File: config.mk
export PLATFORM = sky130hd
export DESIGN_NAME = issue_scoreboard_ctrl
export DESIGN_NICKNAME = d
export VERILOG_FILES = /design/src/rtl/issue_scoreboard_ctrl.sv
export SDC_FILE = /design/constraint.sdc
export NUM_CORES = 2
export LEC_CHECK = 0
export BUFFER_PORTS_ARGS = -buffer_cell sky130_fd_sc_hd__buf_2
export CORE_MARGIN = 10
export CORE_UTILIZATION = 52
export CTS_BUF_LIST = sky130_fd_sc_hd__clkbuf_4 sky130_fd_sc_hd__clkbuf_8
export CTS_CLUSTER_DIAMETER = 60
export CTS_CLUSTER_SIZE = 40
export DETAILED_ROUTE_END_ITERATION = 10
export HOLD_SLACK_MARGIN = 0.12
export PLACE_DENSITY = 0.68
export SKIP_LAST_GASP = 1
export SLEW_MARGIN = 30
export SYNTH_ARGS = -nofsm -noshare
export SYNTH_HDL_FRONTEND = slang
export SYNTH_SLANG_ARGS = --single-unit
File: constraint.sdc
create_clock -name clk -period 21.1 [get_ports clk]
set_input_delay 1.055 -clock clk [delete_from_list [all_inputs] [get_ports clk]]
set_output_delay 1.055 -clock clk [all_outputs]
set_load 0.1 [all_outputs]
File: src/rtl/issue_scoreboard_ctrl.sv
// -----------------------------------------------------------------------------
// issue_scoreboard_ctrl
//   Issue sequencer and register scoreboard for the dual-issue front end.
//   Keeps one countdown counter per architectural register (cycles until a
//   pending result is ready). It feeds the six source-register counts to the
//   external dependence checker. It then acts on the checker's
//   both_stall/single_stall verdict and issues the two slots of a bundle,
//   either together or split over cycles.
//
// Ports
//   clk, rst                    clock (rising edge), async active-high reset
//   bundle_valid / bundle_ready decode handshake; ready = bundle fully issued
//   flush                       drop the bundle in progress
//   rd_addr_1..3 / rd_addr_4..6 slot-1 / slot-2 source registers
//   rd_en_1, rd_en_2            slot source-read enables
//   wr_addr_n, wr_en_n, lat_n   slot destination, write enable, latency
//   both_stall, single_stall    verdict from the dependence checker
//   avail_cnt_1..6              counter[rd_addr_n], read of registered state
//   single_stall_reg            high while slot 1 is issued and slot 2 pending
//   issue_1, issue_2            slot-n instruction issued this cycle
// -----------------------------------------------------------------------------
module issue_scoreboard_ctrl #(
  parameter int REG_AW = 7,
  parameter int CNT_W  = 4
) (
  input  logic              clk,
  input  logic              rst,
  input  logic              bundle_valid,
  output logic              bundle_ready,
  input  logic              flush,
  input  logic [REG_AW-1:0] rd_addr_1,
  input  logic [REG_AW-1:0] rd_addr_2,
  input  logic [REG_AW-1:0] rd_addr_3,
  input  logic [REG_AW-1:0] rd_addr_4,
  input  logic [REG_AW-1:0] rd_addr_5,
  input  logic [REG_AW-1:0] rd_addr_6,
  input  logic              rd_en_1,
  input  logic              rd_en_2,
  input  logic [REG_AW-1:0] wr_addr_1,
  input  logic [REG_AW-1:0] wr_addr_2,
  input  logic              wr_en_1,
  input  logic              wr_en_2,
  input  logic [CNT_W-1:0]  lat_1,
  input  logic [CNT_W-1:0]  lat_2,
  input  logic              both_stall,
  input  logic              single_stall,
  output logic [CNT_W-1:0]  avail_cnt_1,
  output logic [CNT_W-1:0]  avail_cnt_2,
  output logic [CNT_W-1:0]  avail_cnt_3,
  output logic [CNT_W-1:0]  avail_cnt_4,
  output logic [CNT_W-1:0]  avail_cnt_5,
  output logic [CNT_W-1:0]  avail_cnt_6,
  output logic              single_stall_reg,
  output logic              issue_1,
  output logic              issue_2
);

  localparam int NUM_REGS = 2 ** REG_AW;

  typedef enum logic [0:0] {
    ST_PAIR   = 1'b0,
    ST_SECOND = 1'b1
  } state_t;

  state_t           state_r;
  state_t           state_next_s;
  logic [CNT_W-1:0] cnt_r [NUM_REGS];

  logic issue_1_s;
  logic issue_2_s;
  logic bundle_ready_s;
  logic slot2_clear_s;
  logic load_1_s;
  logic load_2_s;

  // rd_en_1 is consumed only by the dependence checker.
  logic unused_s;
  assign unused_s = rd_en_1;

  // Scoreboard reads: straight from the counters, no bypass of this cycle's loads.
  assign avail_cnt_1 = cnt_r[rd_addr_1];
  assign avail_cnt_2 = cnt_r[rd_addr_2];
  assign avail_cnt_3 = cnt_r[rd_addr_3];
  assign avail_cnt_4 = cnt_r[rd_addr_4];
  assign avail_cnt_5 = cnt_r[rd_addr_5];
  assign avail_cnt_6 = cnt_r[rd_addr_6];

  // Slot 2 may go once it reads nothing, or all of its sources are ready.
  assign slot2_clear_s = !rd_en_2 ||
                         ((avail_cnt_4 == {CNT_W{1'b0}}) &&
                          (avail_cnt_5 == {CNT_W{1'b0}}) &&
                          (avail_cnt_6 == {CNT_W{1'b0}}));

  // Zero latency means "untracked", so it never loads a counter.
  assign load_1_s = issue_1_s && wr_en_1 && (lat_1 != {CNT_W{1'b0}});
  assign load_2_s = issue_2_s && wr_en_2 && (lat_2 != {CNT_W{1'b0}});

  assign issue_1          = issue_1_s;
  assign issue_2          = issue_2_s;
  assign bundle_ready     = bundle_ready_s;
  assign single_stall_reg = (state_r == ST_SECOND);

  // Issue state register.
  always_ff @(posedge clk or posedge rst) begin
    if (rst) begin
      state_r <= ST_PAIR;
    end else begin
      state_r <= state_next_s;
    end
  end

  // Issue decisions and next state. Reset and flush suppress all issue.
  // In SECOND the stall inputs are ignored: a same-destination pair keeps
  // single_stall high forever, so only slot-2 source readiness matters.
  always_comb begin
    issue_1_s      = 1'b0;
    issue_2_s      = 1'b0;
    bundle_ready_s = 1'b0;
    state_next_s   = state_r;
    if (rst || flush) begin
      state_next_s = ST_PAIR;
    end else begin
      case (state_r)
        ST_PAIR: begin
          if (bundle_valid && !both_stall) begin
            issue_1_s = 1'b1;
            if (single_stall) begin
              state_next_s = ST_SECOND;
            end else begin
              issue_2_s      = 1'b1;
              bundle_ready_s = 1'b1;
            end
          end else begin
            state_next_s = ST_PAIR;
          end
        end
        ST_SECOND: begin
          if (slot2_clear_s) begin
            issue_2_s      = 1'b1;
            bundle_ready_s = 1'b1;
            state_next_s   = ST_PAIR;
          end else begin
            state_next_s = ST_SECOND;
          end
        end
        default: begin
          state_next_s = ST_PAIR;
        end
      endcase
    end
  end

  // Countdown counters: load on issue (slot 2 wins a same-register tie),
  // otherwise saturating decrement toward zero.
  always_ff @(posedge clk or posedge rst) begin
    if (rst) begin
      for (int i = 0; i < NUM_REGS; i++) begin
        cnt_r[i] <= {CNT_W{1'b0}};
      end
    end else begin
      for (int i = 0; i < NUM_REGS; i++) begin
        if (load_2_s && (wr_addr_2 == REG_AW'(i))) begin
          cnt_r[i] <= lat_2;
        end else if (load_1_s && (wr_addr_1 == REG_AW'(i))) begin
          cnt_r[i] <= lat_1;
        end else if (cnt_r[i] != {CNT_W{1'b0}}) begin
          cnt_r[i] <= cnt_r[i] - CNT_W'(1);
        end else begin
          cnt_r[i] <= cnt_r[i];
        end
      end
    end
  end

endmodule

==> results.ini <==
[floorplanning]
die_height_um=368
rows=127
die-area_mm2=0.135
start_util_pct=52.4
core_mm2=0.120
fp.dieW_um=368
pin_count=102

[placed_design]
placed_cells=6977
gp_congestion=1.05
dp_hpwl_mm=165
port_buffers=100

[sta]
slew_viol_final=0
tightest_slew_ns=1.15
fin_tns_setup_ns=0
rsz0062_at_grt=no
max_freq_mhz=121
layout_min_cycle_time_ns=8.28
hold_viol=0
relSlewSlack_pct=23.3
setup_viol=0
skew_ns=0.0598
fin_crit_sh_pct=39.2

[final_layout]
layout_common_cells=mux4_2 (939), mux2_2 (607), dfrtp_1 (513), nor2_1 (409), nand2_1 (389)
drive_gt1_share_pct=37.0
areaGrowthSynthToFinish_pct=5.70
largest_reg_flops=512
nNetsFinal=5774
instances_no_fill=7148
final_common_cell=mux4_2

[clock_network]
clockRootBuffer=clkbuf_8
cts_hold_buffers=0
numCtsBuffers=75
tritoncts=yes
h-tree-depth=3
postCtsSetupBuffers=0
clk_pin_slew_worst_paths_ns=0.09
clk_latency_ns=0.82
cts_buffer_depth=3
cts_resized=0
cts.sinks=513

[logic_synthesis]
async_reset_ff_share_pct=100
synth_ff_type=dfrtp_1
synth_top_area_share_pct=33.7
synth_edf_count=0
synth-seq-cells=513
synthTopCellsByArea=mux4_2 (34%), dfrtp_1 (20%), mux2_2 (11%)
synth_cell_types=57
synthCells=5639
post-synth-top-area-cell=mux4_2
syn_area_per_cell_um2=11.1
yosysWarningCount=0
syn_nets=5969
synth.yosys.seq_area_share_pct=20.4
synth.cell_area_mm2=0.0628

[setup_path]
crit_type=input port to output pin
cp.required_ns=20.05
end_kind=output pin
cp-start-kind=input port
cp.arrival_ns=7.23
cp_max_fo=50

[pwr]
p_switching_mw=4.52
switching_share_pct=46.2
clockPowerShare_pct=9.9
powerDensity_mw_per_mm2=147
p_int_mw=5.26
power.leakage_nw=26.9
ir_drop_mv=0.182
seqPwrFrac_pct=29.7
p_comb_share_pct=60.3

[detailed_routing]
postRouteAntennaNets=0
drtPass1Iterations=6
drt_iter0_markers=8712
wl_mm=249
vias_per_cell=7.57
vias=54100
routedWlPerCell_um=34.8
drc=0

[global_routing]
grt_pass1_wl_mm=362
grt_max_degree=148
grt_pass1_vias=52600
overflow=0
antenna_found_initial=36
grtUsageTotal_pct=36.0

[flow_run]
drv_cap=0

[outcome]
outcome=completed

[hold_path]
hold_path_class=input port to asynchronous set/reset pin

## final timing paths
path	startpoint	endpoint	slack, ns	cells after the start
setup / recovery	rd_addr_4[2]	issue_2	12.82	14
max in group asynchronous	rst	cnt_r[95]$_DFFE_PP0P_	18.55	4
min in group clk	flush	single_stall_reg$_DFF_PP0_	0.48	2
setup reg to reg	cnt_r[366]$_DFFE_PP0P_	cnt_r[491]$_DFFE_PP0P_	15.09	11
hold / removal	rst	single_stall_reg$_DFF_PP0_	0.41	2
hold reg to reg	single_stall_reg$_DFF_PP0_	single_stall_reg$_DFF_PP0_	0.71	3
## layout make-up
cell class | instances | area [um^2]
antenna | 29 | 72.6
clock buffer | 84 | 1120
clock inverter | 56 | 588
fill | 9926 | 53600
inverter | 258 | 978
multi-input combinational | 4388 | 47300
sequential | 513 | 12800
tap | 1612 | 2020
timing repair buffer | 208 | 1520
## synthesized netlist by cell type (11+ instances only)
library cell,count
nand3b_1,12
nand3_1,34
nand2b_1,145
mux2_1,47
o21ai_0,131
clkbuf_1,298
buf_1,108
nand2_1,389
mux2_2,607
a221o_1,14
ha_1,256
mux4_2,939
nor3b_1,11
nor4_1,13
nor2_1,417
nor3_1,172
mux2i_1,284
dfrtp_1,513
buf_2,60
xnor2_1,126
nand4_2,92
and4_1,27
o22ai_1,29
inv_1,257
or3_1,129
a22oi_1,20
a21oi_1,379
and3_1,11
## power by group through the flow
stage	Sequential (mW)	Combinational [mW]	Clock, mW
after floorplan	2.10	4.84	0
after global placement	2.78	5.54	0
after detailed placement	2.82	5.71	0
after CTS	2.80	5.74	0.977
after global routing	2.94	6.32	1.01
final	2.91	5.90	0.972
## metrics by stage
stage	setup WS [ns]	power [mW]	utilization (%)	instance area [um^2]	hold slack [ns]
after floorplan	5.72	6.93	-	62800	0.709
after global placement	12.95	8.31	53.8	64500	0.681
after detailed placement	12.86	8.53	53.8	64500	0.681
after CTS	12.99	9.52	55.2	66300	0.458
after global routing	12.83	10.3	55.3	66300	0.468
final	12.82	9.78	55.4	66400	0.414
## per-layer routing
metal  track usage, %  part of all wire, %
met1             41.8                   32
met2             50.0                   41
met3             19.2                   18
met4             25.6                  9.1
met5             2.49                 0.21
## worst max-delay path: stages
cell,delay [ns]
buf_6,0.41
buf_4,0.75
buf_4,0.77
mux2_2,0.41
o22ai_1,0.13
o21ai_0,0.26
nand4_1,0.37
nand4_1,0.67
nor4_1,0.52
buf_4,0.24
a31o_4,0.50
buf_12,0.29
nor2b_1,0.21
buf_2,0.45
## kinds of logic after synthesis
| family | share of synthesized area (%) |
|---|---|
| buffers and inverters | 4.68 |
| multiplexers | 49.9 |
| AO/OA/AOI/OAI | 5.55 |
| XOR/XNOR | 1.78 |
| flip-flops | 20.4 |
| adder cells (fa/ha/maj) | 5.10 |
| AND/OR/NAND/NOR | 12.5 |
(Power assumes the default switching activity.)
